==> src/rtl/time_param_pkg.sv <==
// Shared timer state type, interval index names and factory default
// interval values for the parametrised interval timer.
package time_param_pkg;

    typedef enum logic [1:0] {
        ST_IDLE,
        ST_COUNT,
        ST_EXPIRED
    } timer_state_e;

    localparam int unsigned T_ARM_DELAY       = 0;
    localparam int unsigned T_DRIVER_DELAY    = 1;
    localparam int unsigned T_PASSENGER_DELAY = 2;
    localparam int unsigned T_ALARM_ON        = 3;

    localparam logic [3:0] DEF_ARM_DELAY       = 4'd6;
    localparam logic [3:0] DEF_DRIVER_DELAY    = 4'd8;
    localparam logic [3:0] DEF_PASSENGER_DELAY = 4'd15;
    localparam logic [3:0] DEF_ALARM_ON        = 4'd10;

endpackage

==> src/rtl/param_interval_timer_countdown.sv <==
// Countdown engine: loads an interval, decrements it on each tick and
// pulses expired for one cycle when it completes.
module interval_countdown
    import time_param_pkg::*;
#(
    parameter int unsigned VALUE_W = 4
) (
    input  logic               clock,
    input  logic               reset,
    input  logic               load,
    input  logic [VALUE_W-1:0] load_value,
    input  logic               stop,
    input  logic               tick,
    output logic [VALUE_W-1:0] remaining,
    output logic               running,
    output logic               expired
);

    timer_state_e       state;
    timer_state_e       state_next;
    logic [VALUE_W-1:0] remaining_next;

    always_ff @(posedge clock) begin
        if (!reset) begin
            state     <= ST_IDLE;
            remaining <= '0;
        end else begin
            state     <= state_next;
            remaining <= remaining_next;
        end
    end

    // Priority in COUNT is stop > load > tick; IDLE and EXPIRED share the load path.
    always_comb begin
        state_next     = state;
        remaining_next = remaining;
        case (state)
            ST_COUNT: begin
                if (stop) begin
                    state_next = ST_IDLE;
                end else if (load) begin
                    remaining_next = load_value;
                    state_next     = (load_value == '0) ? ST_EXPIRED : ST_COUNT;
                end else if (tick) begin
                    remaining_next = remaining - 1'b1;
                    if (remaining == VALUE_W'(1)) begin
                        state_next = ST_EXPIRED;
                    end
                end
            end
            default: begin
                state_next = ST_IDLE;
                if (load && !stop) begin
                    remaining_next = load_value;
                    state_next     = (load_value == '0) ? ST_EXPIRED : ST_COUNT;
                end
            end
        endcase
    end

    assign running = (state == ST_COUNT);
    assign expired = (state == ST_EXPIRED);

endmodule

==> src/rtl/param_interval_timer.sv <==
// Reprogrammable interval store with an integrated countdown engine.
// Optional macro TIME_PARAM_WRITE_LOCK_EN blocks writes while counting.
module param_interval_timer
    import time_param_pkg::*;
#(
    parameter int unsigned                    NUM_PARAMS = 4,
    parameter int unsigned                    VALUE_W    = 4,
    parameter int unsigned                    SEL_W      = $clog2(NUM_PARAMS),
    parameter logic [NUM_PARAMS*VALUE_W-1:0] DEFAULTS   =
        {DEF_ALARM_ON, DEF_PASSENGER_DELAY, DEF_DRIVER_DELAY, DEF_ARM_DELAY}
) (
    input  logic               clock,
    input  logic               reset,
    input  logic [SEL_W-1:0]   time_param_sel,
    input  logic [VALUE_W-1:0] time_value,
    input  logic               reprogram,
    input  logic [SEL_W-1:0]   interval,
    output logic [VALUE_W-1:0] value,
    input  logic               start,
    input  logic               stop,
    input  logic               tick_1hz,
    output logic [VALUE_W-1:0] remaining,
    output logic               running,
    output logic               expired,
    output logic               write_rejected
);

    logic [VALUE_W-1:0] entries [NUM_PARAMS];
    logic               write_hit;
    logic               read_hit;
    logic               write_ok;

    assign write_hit = (32'(time_param_sel) < NUM_PARAMS);
    assign read_hit  = (32'(interval) < NUM_PARAMS);

`ifdef TIME_PARAM_WRITE_LOCK_EN
    assign write_ok = reprogram && !running;

    always_ff @(posedge clock) begin
        if (!reset) begin
            write_rejected <= 1'b0;
        end else begin
            write_rejected <= reprogram && running;
        end
    end
`else
    assign write_ok       = reprogram;
    assign write_rejected = 1'b0;
`endif

    always_ff @(posedge clock) begin
        if (!reset) begin
            for (int unsigned i = 0; i < NUM_PARAMS; i++) begin
                entries[i] <= DEFAULTS[i*VALUE_W +: VALUE_W];
            end
        end else if (write_ok && write_hit) begin
            entries[time_param_sel] <= time_value;
        end
    end

    // The load sees the pre-edge entry, so a same-cycle write never leaks into it.
    assign value = read_hit ? entries[interval] : '0;

    interval_countdown #(
        .VALUE_W(VALUE_W)
    ) u_countdown (
        .clock      (clock),
        .reset      (reset),
        .load       (start && read_hit),
        .load_value (value),
        .stop       (stop),
        .tick       (tick_1hz),
        .remaining  (remaining),
        .running    (running),
        .expired    (expired)
    );

endmodule

==> config.mk <==
export PLATFORM = sky130hd
export DESIGN_NAME = param_interval_timer
export DESIGN_NICKNAME = d
export VERILOG_FILES = /design/src/rtl/time_param_pkg.sv /design/src/rtl/param_interval_timer_countdown.sv /design/src/rtl/param_interval_timer.sv
export SDC_FILE = /design/constraint.sdc
export NUM_CORES = 1
export LEC_CHECK = 0
export BUFFER_PORTS_ARGS = -buffer_cell sky130_fd_sc_hd__buf_2
export CORE_MARGIN = 8
export CORE_UTILIZATION = 30
export CTS_CLUSTER_DIAMETER = 30
export DETAILED_ROUTE_END_ITERATION = 10
export PLACE_DENSITY = 0.57
export SYNTH_ARGS = -nofsm -noshare
export SYNTH_HDL_FRONTEND = slang
export SYNTH_SLANG_ARGS = --single-unit
==> constraint.sdc <==
create_clock -name clock -period 3.2 [get_ports clock]
set_clock_uncertainty 0.1 [all_clocks]
set_input_delay 0.64 -clock clock [delete_from_list [all_inputs] [get_ports clock]]
set_output_delay 0.64 -clock clock [all_outputs]
set_load 0.01 [all_outputs]
Yosys cells after proc, flatten, opt, wreduce, memory -nomap -nowiden
Memories as Yosys holds them, arrays and structs flattened.
Cells that the tools add are included.

cells by class
  reductions and logical operators = 7
  bitwise gates (word level) = 0
  $mul = 0
  muxes and demuxes = 19
  order comparisons = 0
  $add $sub $neg = 1
  equality and inequality tests = 7
  div/mod/pow operators = 0
  shift operators = 0

operators by type and width
  operator             count
  $mux 4               6
  $mux 2               8
  $mux 1               5
  $eq 4x1->1 const B   1
  $logic_not 4->1      1
  $ne 4x3->1 const B   1
  $ne 4x4->1 const B   1
  $reduce_or 4->1      1
  $sub 4x1->4 const B  1
  $ne 3x3->1 const B   1
  $reduce_and 3->1     1
  $eq 2x1->1 const B   1
  $eq 2x2->1 const B   1
  $ne 2x2->1 const B   1
  $reduce_and 2->1     1
  $reduce_bool 2->1    1
  $logic_and 1x1->1    1
  $logic_not 1->1      1

storage, ports and cells
  input port bits = 14
  memory bits (read-only) = 0
  bits in writable memories = 16
  flip-flop bits (word level) = 6
  latch bits = 0
  logic and storage cells = 37
  memories = 1
  output and inout bits = 11

memory list
  name     depth  bits a word  read ports  clocked after memory_dff  wr ports  line                        source
  entries  4      4            1           0                         4         param_interval_timer.sv:28  logic [VALUE_W-1:0] entries [NUM_PARAMS];

Longest topological paths before layout
Gate-level depths: netlist of run 1.

  word-level depth = 6
  depth in mapped cells = 5
  mapped depth without buffers = 5

Hierarchy
From an unflattened synthesis of run 1, not the netlist that was laid out.

second synthesis, totals
  cell total of the unflattened synthesis = 99
  area, all modules = 1,184.9 um^2

by module, submodules not included
  module                seq. area each (um^2)  times used  cells each  area each (um^2)
  param_interval_timer  480.5                  1           48          763.2
  interval_countdown    120.1                  1           51          421.7

Worst setup path after synthesis of run 1
No wires, ideal clock.

  path kind = in2reg
  start = input port interval[0]
  end = register u_countdown.state[0]
  data required time = 2.983 ns
  cell stages on the path = 3
  arrival time = 1.984 ns
  library setup time = 0.117 ns
  buffers on the path = 0
  setup slack = 0.998 ns
  path through = mux4_2 > or4_4 > a32o_2

on the way
  longest elaborated chain between the ends = 6
  elaborated cells on any way between the ends = 7
  classes of those cells = 5 x mux; 1 x reduce/logical; 1 x memory

RTL lines
  item                  line                                                                        source
  start, declared       param_interval_timer.sv:17                                                  input logic [SEL_W-1:0] interval,
  $mem_v2 4x4 *         n/a
  $logic_not 4->1 *     param_interval_timer_countdown.sv:43, param_interval_timer_countdown.sv:55
  $mux 2 *              param_interval_timer_countdown.sv:43, param_interval_timer_countdown.sv:55
  $mux 2                param_interval_timer_countdown.sv:41                                        end else if (load) begin
  $mux 2                param_interval_timer_countdown.sv:39                                        if (stop) begin
  $mux 2 *              param_interval_timer_countdown.sv:37                                        case (state)
  end signal, assigned  param_interval_timer_countdown.sv:28                                        state <= state_next;
  end, declared         param_interval_timer_countdown.sv:19                                        timer_state_e state;

Every way passes the cells marked *; elsewhere a longest branch is shown, timed or not.
A chain may end at the register's enable or synchronous reset.

Worst setup path after layout of run 1
  start = input port interval[0]
  end = output port value[2]

on the way
  longest elaborated chain between the ends = 1

RTL lines
  item           line                        source
  $mem_v2 4x4    n/a
  end, declared  param_interval_timer.sv:18  output logic [VALUE_W-1:0] value,

No other way between the ends.

==> flow_summary_export.csv, run 1 <==
group,metric,value,unit
yosys,ys_seq_elements,22,
timing,drv_slew,0,
yosys,synth_area_per_cell,12.0,sq um
power_and_ir_drop,combPwrFrac,0.160,
critical_path,cpMaxStageDelayCell,"mux4_1",
floorplan,top_level_ports,25,
floorplan,die_w,78.0,um
cts,cts_made_buffers,3,
cts,root_buffer,"clkbuf_8",
power_and_ir_drop,power_density,441,mW/mm^2
global_route,antenna_found_initial,0,
drt,detail-route-antenna-nets,0,
hold_path,hold_class,"register to register",
floorplan,rows,22,
yosys,ys_warn_count,0,
cts,cts_tree,"done",
power_and_ir_drop,p_leak,0.526,nW
timing,setup_viol,0,
global_route,grt_max_degree,15,
global_route,grt_pass1_wl,4040,um
timing,hold_viol,0,
global_route,grt_use_total,0.0821,
timing,setup_ws,0.883,ns
drt,routed_wirelength,2540,um
critical_path,required,2.46,ns
power_and_ir_drop,switchingPower,0.000145,W
timing,timing.final.crit_share,0.724,
cts,htree_levels,1,
drt,drc,0,
power_and_ir_drop,p_sw_frac,0.241,
critical_path,crit_type,"input pin to primary output",
timing,fmax,0.432,GHz
yosys,synth_nets,112,
drt,drt_pass1_iterations,5,
timing,max-slew-margin-rel,0.570,
final_layout,final_common_cell,"buf_2",
placement,dpl_cell_area,0.00131,sq mm
yosys,synth_area,0.00115,sq mm
drt,routed_via_density,4.96,
global_route,grt_pass1_vias,883,
outcome,status,"finished, final reports clean",
power_and_ir_drop,clockPowerShare,0.279,
cts,clock-sinks,22,
drt,wire_per_inst,15.1,um
critical_path,rrSetupSlack,1.27,ns
final_layout,layoutNonFillerInstCount,168,
global_route,overflow,0,
job,drv_cap,0,
cts,cts-hold-fix-buffers,0,
floorplan,dieHeight,78.0,um
hold_path,min_to,"u_countdown.remaining[3]",
hold_path,hold_path_depth,2,
drt,drtIter0Drc,47,
critical_path,r2r-start,"entries[0][0]",
drt,vias,834,
timing,worst_slew_pin_slew,0.644,ns
critical_path,path_max_fanout,4,
critical_path,crit_path_end_kind,"primary output",
final_layout,num-nets-final,137,
hold_path,worstHoldStart,"u_countdown.remaining[3]",
cts,cts_resized,0,
placement,dpl.cell_count,164,
floorplan,core,0.00369,sq mm
cts,clkTransAtPathRegs,0.07,ns
cts,clock_latency,0.25,ns
critical_path,reg2reg_depth,3,
critical_path,start_kind,"input pin",
final_layout,diodes,0,
cts,post_cts_buffers,0,
cts,clk_path_buf_depth,2,
power_and_ir_drop,max-vdd-ir-drop,0.162,mV
floorplan,initial_utilization,0.313,
timing,min_period,2.32,ns
final_layout,syn2layout_area_growth,17.8,%
power_and_ir_drop,intPower,0.000455,W
final_layout,drive_above_1_share,0.325,
critical_path,path_buf_inv,2,
final_layout,final_cell_mix,"23 x buf_2, 16 x edfxtp_1, 9 x nand2_1",
yosys,syn_inst,96,
final_layout,nFillCells,377,
critical_path,cp_top_family,"multiplexers",
critical_path,crit_chain,"buf_2, mux4_1, buf_2",
timing,rsz0062_at_grt,"false",
placement,port_buffers,23,
yosys,ys_seq_area_frac,0.521,
critical_path,r2r-end,"u_countdown.state[0]",
final_layout,finalInstanceArea,0.00136,sq mm
placement,place_ws,0.810,ns
critical_path,cp_slowest_stage_delay,0.61,ns
yosys,synth_cell_types,37,
floorplan,dieArea,0.00609,sq mm
power_and_ir_drop,p_seq_frac,0.561,
placement,hpwl,2100,um
critical_path,cp.arrival,1.58,ns
critical_path,crit_top_cell,"buf_2",
timing,finalSetupTns,0,ns
placement,gp_congestion,0.836,
state kept, by name (all words and copies together) (netlist names):
signal,cells
entries,16
u_countdown.remaining,4
u_countdown.state,2
power by group through the flow:
| stage | Sequential, W | Clock [W] | Combinational [W] |
|---|---|---|---|
| floorplan | 0.000341 | 0 | 0.0000589 |
| global placement | 0.000343 | 0 | 0.0000948 |
| detailed placement | 0.000344 | 0 | 0.0000966 |
| CTS | 0.000337 | 0.000172 | 0.0000968 |
| global route | 0.000339 | 0.000185 | 0.000105 |
| finish | 0.000337 | 0.000167 | 0.0000960 |
layout make-up:
cell class	count	area [sq um]	area share
clock buffer	3	41.3	0.0304
clock inverter	1	3.75	0.00276
inverter	5	18.8	0.0138
multi-input combinational	66	519	0.382
sequential	22	601	0.442
tap	48	60.1	0.0442
timing repair buffer	23	115	0.0847
Yosys cell counts, drive strengths merged:
cell type	count	area, sq um
a211oi	1	7.51
buf	1	7.51
nor3	1	5.00
nor3b	2	15.0
nand2	9	33.8
conb	1	3.75
mux4	4	93.8
edfxtp	16	480
o22ai	2	12.5
o221a	2	22.5
nor2	1	3.75
or2	6	37.5
nor2b	4	25.0
dfxtp	6	120
clkbuf	2	7.51
and3b	1	8.76
ha	2	25.0
o32ai	1	8.76
and3	2	12.5
and2	5	31.3
nand3	1	5.00
or3b	1	8.76
a221oi	3	26.3
o211ai	1	7.51
nand3b	1	7.51
a32o	1	11.3
o21ai	1	5.00
nand4b	1	8.76
nand2b	5	31.3
inv	5	18.8
o221ai	1	8.76
nor4	1	6.26
mux2i	2	20.0
or3	1	6.26
or4	1	11.3
a311oi	1	8.76
tightest hold or removal path, delay by kind of cell (launching register included):
kind             cells  cell delay (ns)
AO/OA/AOI/OAI        1             0.07
flip-flops           1             0.34
AND/OR/NAND/NOR      1             0.06
per-layer routing:
layer | wire, um | global-route usage | vias up
met1 | 1080 | 0.0893 | 379
li1 | - | - | 412
met4 | 32 | 0.0278 | 0
met5 | 0 | 0 | -
met2 | 1180 | 0.140 | 37
met3 | 244 | 0.0353 | 6
through the flow:
stage | util | hold WS (ns) | power [W]
2_1_floorplan | - | 0.416 | 0.000399
3_3_place_gp | 0.356 | 0.393 | 0.000438
3_5_place_dp | 0.356 | 0.410 | 0.000440
4_1_cts | 0.368 | 0.420 | 0.000606
5_1_grt | 0.368 | 0.446 | 0.000629
6_report | 0.368 | 0.420 | 0.000600
how the worst max path moves through the flow:
| stage | start | endpoint | slack [ns] | cells past startpoint |
|---|---|---|---|---|
| final | interval[0] | value[2] | 0.88 | 3 |
| after global routing | interval[0] | value[2] | 0.85 | 3 |
| after CTS | interval[0] | value[2] | 0.88 | 3 |
| after detailed placement | interval[0] | u_countdown.state[0] | 0.81 | 4 |
| after global placement | interval[0] | u_countdown.state[0] | 0.85 | 4 |
| after floorplan | interval[0] | u_countdown.state[0] | 1.0 | 3 |
cell families (layout without fill, tap and decap cells):
group	after synthesis	count (layout)	synth area share
DFF	22	22	0.521
muxes	6	6	0.0987
adders and majority gates	2	2	0.0217
and+or+nand+nor	43	43	0.223
AOI/OAI and AO/OA	14	14	0.103
buffers and inverters	8	32	0.0293
other	1	1	0.00325
Note: power is estimated with default switching activity, not from simulation.
==> run 2, diff against run 1 <==
--- a/config.mk
+++ b/config.mk
@@ -5,12 +5,13 @@
 export SDC_FILE = /design/constraint.sdc
 export NUM_CORES = 1
 export LEC_CHECK = 0
+export ABC_AREA = 1
 export BUFFER_PORTS_ARGS = -buffer_cell sky130_fd_sc_hd__buf_2
 export CORE_MARGIN = 8
 export CORE_UTILIZATION = 30
 export CTS_CLUSTER_DIAMETER = 30
 export DETAILED_ROUTE_END_ITERATION = 10
-export PLACE_DENSITY = 0.57
+export PLACE_DENSITY = 0.59
 export SYNTH_ARGS = -nofsm -noshare
 export SYNTH_HDL_FRONTEND = slang
 export SYNTH_SLANG_ARGS = --single-unit
==> constraint.sdc (replaced) <==
create_clock -name clock -period 2.12 [get_ports clock]
set_clock_uncertainty 0.1 [all_clocks]
set_input_delay 0.424 -clock clock [delete_from_list [all_inputs] [get_ports clock]]
set_output_delay 0.424 -clock clock [all_outputs]
set_load 0.01 [all_outputs]
==> flow_summary_export.csv, run 2 <==
group,metric,value,unit
outcome,status,"finished, final reports clean",
global_route,overflow,0,
yosys,synth-async-reset-ratio,0,
floorplan,die_w,79.6,um
final_layout,reg_top3,"entries x16, u_countdown.remaining x4, u_countdown.state x2",
placement,place_ws,0.333,ns
power_and_ir_drop,switchingPower,0.000230,W
yosys,synth_edf_count,16,
final_layout,syn2layout_area_growth,15.9,%
drt,routed_via_density,4.38,
cts,root_buffer,"clkbuf_8",
yosys,synth_nets,161,
critical_path,rrSetupSlack,0.87,ns
cts,cts_tree,"done",
drt,drtIter0Drc,34,
yosys,yosysTopAreaCellShare,0.395,
hold_path,hold_path_depth,2,
global_route,grt_max_degree,12,
yosys,syn_inst,145,
drt,vias,955,
drt,detail-route-antenna-nets,0,
final_layout,largest_register_ffs,16,
placement,port_buffers,23,
final_layout,drive_above_1_share,0.280,
cts,clock-sinks,22,
yosys,synthFlopType,"edfxtp_1",
cts,post_cts_buffers,0,
critical_path,cp_top_family,"buffers and inverters",
hold_path,min_to,"entries[1][3]",
cts,cts_resized,0,
yosys,ys_warn_count,0,
drt,drt_pass1_iterations,4,
floorplan,dieHeight,79.6,um
floorplan,rows,23,
global_route,grt_pass1_wl,3950,um
yosys,synth-simple-area-share,0.287,
timing,rsz0062_at_grt,"false",
cts,cts_made_buffers,3,
critical_path,path_max_fanout,9,
power_and_ir_drop,p_leak,0.633,nW
floorplan,initial_utilization,0.308,
cts,cts-hold-fix-buffers,0,
timing,min_period,1.65,ns
critical_path,reg2reg_depth,7,
power_and_ir_drop,total_power,0.000904,W
power_and_ir_drop,p_sw_frac,0.254,
yosys,ys_top_cells_by_count,"29 x nand2_1, 23 x inv_1, 16 x edfxtp_1, 15 x nor2_1, 12 x nand2_2",
power_and_ir_drop,p_seq_frac,0.561,
critical_path,cp_slowest_stage_delay,0.20,ns
final_layout,diodes,0,
critical_path,crit_chain,"buf_2, inv_6, nand2_1, nand3_1, nand2_1, inv_1, buf_2",
power_and_ir_drop,intPower,0.000674,W
timing,fmax,0.608,GHz
power_and_ir_drop,clockPowerShare,0.271,
power_and_ir_drop,power_density,642,mW/mm^2
placement,dpl_cell_area,0.00137,sq mm
timing,finalSetupTns,0,ns
power_and_ir_drop,combPwrFrac,0.168,
critical_path,required,1.60,ns
hold_path,hold_class,"input pin to register",
cts,clk_path_buf_depth,2,
drt,wire_per_inst,10.6,um
critical_path,crit_path_end_kind,"primary output",
critical_path,r2r-end,"u_countdown.remaining[3]",
hold_path,worstHoldStart,"time_param_sel[0]",
yosys,synthMuxAreaShare,0,
yosys,ys_seq_area_frac,0.494,
yosys,synth_area_per_cell,8.38,sq um
cts,htree_levels,1,
drt,drc,0,
yosys,synth_top_family_by_area,"simple AND/OR/NAND/NOR gates",
yosys,synth_xor_area_frac,0,
final_layout,finalInstanceArea,0.00141,sq mm
final_layout,top_register,"entries",
yosys,synth_compound_area_frac,0.0906,
final_layout,num-nets-final,186,
final_layout,final_cell_mix,"29 x nand2_1, 23 x inv_1, 23 x buf_2",
final_layout,final_common_cell,"nand2_1",
global_route,antenna_found_initial,0,
yosys,yosys.cell_count.top_type,"nand2_1",
drt,routed_wirelength,2310,um
final_layout,nFillCells,418,
cts,clock_latency,0.26,ns
placement,hpwl,1960,um
yosys,synth_area,0.00121,sq mm
critical_path,cpMaxStageDelayCell,"buf_2",
timing,max-slew-margin-rel,0.668,
global_route,grt_pass1_vias,946,
yosys,synth_cell_types,22,
critical_path,r2r-start,"u_countdown.state[0]",
yosys,yosys.area.top_type,"edfxtp_1",
floorplan,top_level_ports,25,
global_route,grt_use_total,0.0779,
yosys,synth_fa_ha_area_frac,0.0206,
timing,hold_viol,0,
timing,worst_slew_pin_slew,0.493,ns
placement,gp_congestion,0.760,
timing,setup_viol,0,
cts,clkTransAtPathRegs,0.07,ns
critical_path,start_kind,"input pin",
floorplan,dieArea,0.00634,sq mm
timing,drv_slew,0,
critical_path,path_buf_inv,4,
critical_path,cp.arrival,1.12,ns
job,drv_cap,0,
timing,timing.final.crit_share,0.776,
power_and_ir_drop,max-vdd-ir-drop,0.207,mV
floorplan,core,0.00394,sq mm
yosys,ys_seq_elements,22,
yosys,synth_area_leaders,"edfxtp_1 40%, dfxtp_1 9.9%, nand2_1 9.0%, inv_1 7.1%, nand2_2 6.2%",
critical_path,cp.depth,7,
timing,setup_ws,0.474,ns
critical_path,crit_type,"input pin to primary output",
[run 2: cell count changes in the layout (fill, tap and decap cells not counted), sizes merged, moves of 5 or more]
cell    previous run  this run
nor2               1        17
or2                6         0
a21oi              0         6
o21ai              1        13
nand2              9        41
and2               5         0
nand2b             5         0
nand3              1        14
inv                5        24
[run 2: how the worst max path moves through the flow]
| stage | startpoint | end | slack (ns) |
|---|---|---|---|
| global route | interval[0] | value[1] | 0.35 |
| global placement | reset | entries[2][3] | 0.35 |
| floorplan | reset | entries[2][0] | 0.54 |
| CTS | interval[0] | value[0] | 0.46 |
| finish | interval[0] | value[1] | 0.47 |
| detailed placement | reset | entries[2][1] | 0.33 |
[run 2: area by class of cell]
cell class / instances / area (sq um) / area share
Timing Repair Buffer: 23 / 115 / 0.0818
Sequential cell: 22 / 601 / 0.427
Clock buffer: 3 / 41.3 / 0.0293
Tap cell: 50 / 62.6 / 0.0444
Inverter: 25 / 100 / 0.0711
Multi-Input combinational cell: 95 / 488 / 0.347
[run 2: power groups by stage]
stage / clock network [W] / logic, W / registers, W
finish: 0.000245 / 0.000152 / 0.000507
global route: 0.000262 / 0.000175 / 0.000510
CTS: 0.000253 / 0.000153 / 0.000507
detailed placement: 0 / 0.000152 / 0.000517
global placement: 0 / 0.000152 / 0.000517
floorplan: 0 / 0.000103 / 0.000516
[run 2: metrics by stage]
step | std cells | util | hold slack, ns
CTS | 218 | 0.357 | 0.359
global route | 218 | 0.357 | 0.381
detailed placement | 215 | 0.347 | 0.373
global placement | 215 | 0.347 | 0.370
floorplan | 145 | - | 0.396
finish | 218 | 0.357 | 0.363
[run 2: kinds of logic (layout without fill, tap and decap cells)]
group / after synthesis / in the layout
compound gates: 19 / 19
flops: 22 / 22
fa+ha+maj: 2 / 2
buf+inv: 28 / 51
other cells: 1 / 1
simple gates: 73 / 73
[run 2: per-layer routing]
layer / share of wire / vias up / GRT usage
li1: - / 506 / -
met2: 0.43 / 28 / 0.125
met5: 0 / - / 0
met3: 0.096 / 5 / 0.0293
met1: 0.45 / 416 / 0.0887
met4: 0.018 / 0 / 0.0389
==> run 3, diff against run 2 <==
--- a/config.mk
+++ b/config.mk
@@ -5,7 +5,7 @@
 export SDC_FILE = /design/constraint.sdc
 export NUM_CORES = 1
 export LEC_CHECK = 0
-export ABC_AREA = 1
+export ABC_AREA = 0
 export BUFFER_PORTS_ARGS = -buffer_cell sky130_fd_sc_hd__buf_2
 export CORE_MARGIN = 8
 export CORE_UTILIZATION = 30
==> constraint.sdc (replaced) <==
create_clock -name clock -period 1.4 [get_ports clock]
set_clock_uncertainty 0.1 [all_clocks]
set_input_delay 0.28 -clock clock [delete_from_list [all_inputs] [get_ports clock]]
set_output_delay 0.28 -clock clock [all_outputs]
set_load 0.01 [all_outputs]
==> flow_summary_export.csv, run 3 (synthesized netlist as in run 1, its figures left out) <==
group,metric,value,unit
drt,drt_pass1_iterations,4,
final_layout,nFillCells,365,
drt,routed_wirelength,2770,um
job,drv_cap,0,
power_and_ir_drop,power_density,1050,mW/mm^2
global_route,overflow,0,
timing,setup_ws,-0.468,ns
drt,vias,941,
power_and_ir_drop,total_power,0.00167,W
critical_path,cpMaxStageDelayCell,"or4_4",
cts,htree_levels,1,
outcome,violations,"setup timing",
critical_path,crit_path_end_kind,"register",
timing,hold_slack,0.217,ns
timing,drv_slew,0,
drt,drtIter0Drc,41,
critical_path,path_max_fanout,2,
placement,gp_congestion,0.821,
critical_path,r2r-start,"entries[2][3]",
placement,dpl_cell_area,0.00147,sq mm
final_layout,num-nets-final,158,
critical_path,crit_type,"register to register",
critical_path,crit_chain,"mux4_2, or4_4, a32o_2",
placement,place_ws,-0.610,ns
timing,setup_viol,10,
final_layout,finalInstanceArea,0.00159,sq mm
floorplan,rows,22,
floorplan,initial_utilization,0.313,
critical_path,required,1.46,ns
timing,min_period,1.87,ns
cts,cts_made_buffers,3,
final_layout,drive_above_1_share,0.504,
floorplan,die_w,78.0,um
final_layout,final_cell_mix,"21 x buf_2, 18 x buf_4, 16 x edfxtp_1",
global_route,grt_max_degree,14,
global_route,antenna_found_initial,0,
critical_path,path_buf_inv,0,
drt,wire_per_inst,14.7,um
critical_path,cp_top_family,"simple AND/OR/NAND/NOR gates",
floorplan,dieArea,0.00609,sq mm
placement,hpwl,2200,um
hold_path,worstHoldStart,"time_value[3]",
final_layout,largest_register_ffs,16,
cts,clock_latency,0.26,ns
timing,timing.final.crit_share,1.33,
placement,port_buffers,23,
timing,fmax,0.535,GHz
cts,clk_path_buf_depth,2,
final_layout,syn2layout_area_growth,38.2,%
final_layout,top_register,"entries",
hold_path,hold_class,"input pin to register",
final_layout,final_common_cell,"buf_2",
critical_path,r2r-end,"u_countdown.state[0]",
cts,cts_tree,"done",
critical_path,start_kind,"register",
global_route,grt_pass1_wl,4360,um
timing,rsz0062_at_grt,"true",
global_route,grt_pass1_vias,1008,
cts,clkTransAtPathRegs,0.08,ns
hold_path,min_to,"entries[3][3]",
cts,root_buffer,"clkbuf_8",
power_and_ir_drop,max-vdd-ir-drop,0.680,mV
final_layout,reg_top3,"entries x16, u_countdown.remaining x4, u_countdown.state x2",
drt,routed_via_density,4.98,
timing,hold_viol,0,
final_layout,final_util,0.432,
power_and_ir_drop,p_leak,0.651,nW
global_route,grt_use_total,0.0893,
floorplan,dieHeight,78.0,um
outcome,status,"finished with violations",
hold_path,hold_path_depth,2,
final_layout,diodes,0,
final_layout,ff_latch_area,603,sq um
drt,drc,0,
cts,clock-sinks,22,
critical_path,cp.arrival,1.93,ns
critical_path,cp_slowest_stage_delay,0.53,ns
drt,detail-route-antenna-nets,0,
critical_path,reg2reg_depth,3,
floorplan,core,0.00369,sq mm
final_layout,multi_input_area,544,sq um
floorplan,top_level_ports,25,
critical_path,rrSetupSlack,-0.47,ns
cts,cts-hold-fix-buffers,0,
run 3: cell types whose count changed in the layout (fill, tap and decap cells not counted), moves of 6 or more:
cell	change
buf_4	+18
inv_1	-19
nand2_1	-20
nand2_2	-12
nand3_1	-10
nor2_1	-14
o21ai_0	-10
or2_2	+6
run 3: metal layers:
metal  part of all wire  GRT usage
met1               0.39     0.0854
met2               0.51      0.165
met3              0.083     0.0444
met4              0.021     0.0259
met5                  0          0
run 3: worst max path at each step:
stage	startpoint	cells past startpoint	to	slack, ns
2_1_floorplan	entries[3][3]	3	u_countdown.state[0]	-0.48
3_3_place_gp	interval[0]	4	u_countdown.state[0]	-0.59
3_5_place_dp	interval[0]	4	u_countdown.state[0]	-0.61
4_1_cts	entries[2][1]	3	u_countdown.state[0]	-0.47
5_1_grt	entries[2][3]	3	u_countdown.state[0]	-0.48
6_report	entries[2][3]	3	u_countdown.state[0]	-0.47
run 3: per-stage QoR:
stage / setup TNS (ns) / std cells
after global placement: -2.61 / 184
after global routing: -3.25 / 189
after floorplan: -0.816 / 96
final: -2.75 / 189
after detailed placement: -2.83 / 184
after CTS: -2.70 / 188
run 3: timing repair:
| action | in CTS | in global routing |
|---|---|---|
| setup endpoints to repair | 11 | 12 |
| pin swaps | 4 | 2 |
| gates resized for setup | 9 | 3 |
| buffers inserted | 0 | 1 |
run 3: cell type report:
class | count | area share
repair buffers | 44 | 0.186
flip-flops and latches | 22 | 0.378
well taps | 48 | 0.0377
inverters | 5 | 0.0118
clock inverters | 1 | 0.0188
clock buffers | 3 | 0.0259
multi-input cells | 66 | 0.341
run 3: report_power, final:
part	internal, W	switching, W
Combinational	0.000168	0.000147
Sequential	0.000746	0.0000215
Clock	0.000382	0.000207
run 3: worst reg2reg max path, delay by kind of cell (launching register included):
kind            cells  cell delay [ns]
flops               1             0.40
mux                 1             0.50
compound gates      1             0.25
simple gates        1             0.53
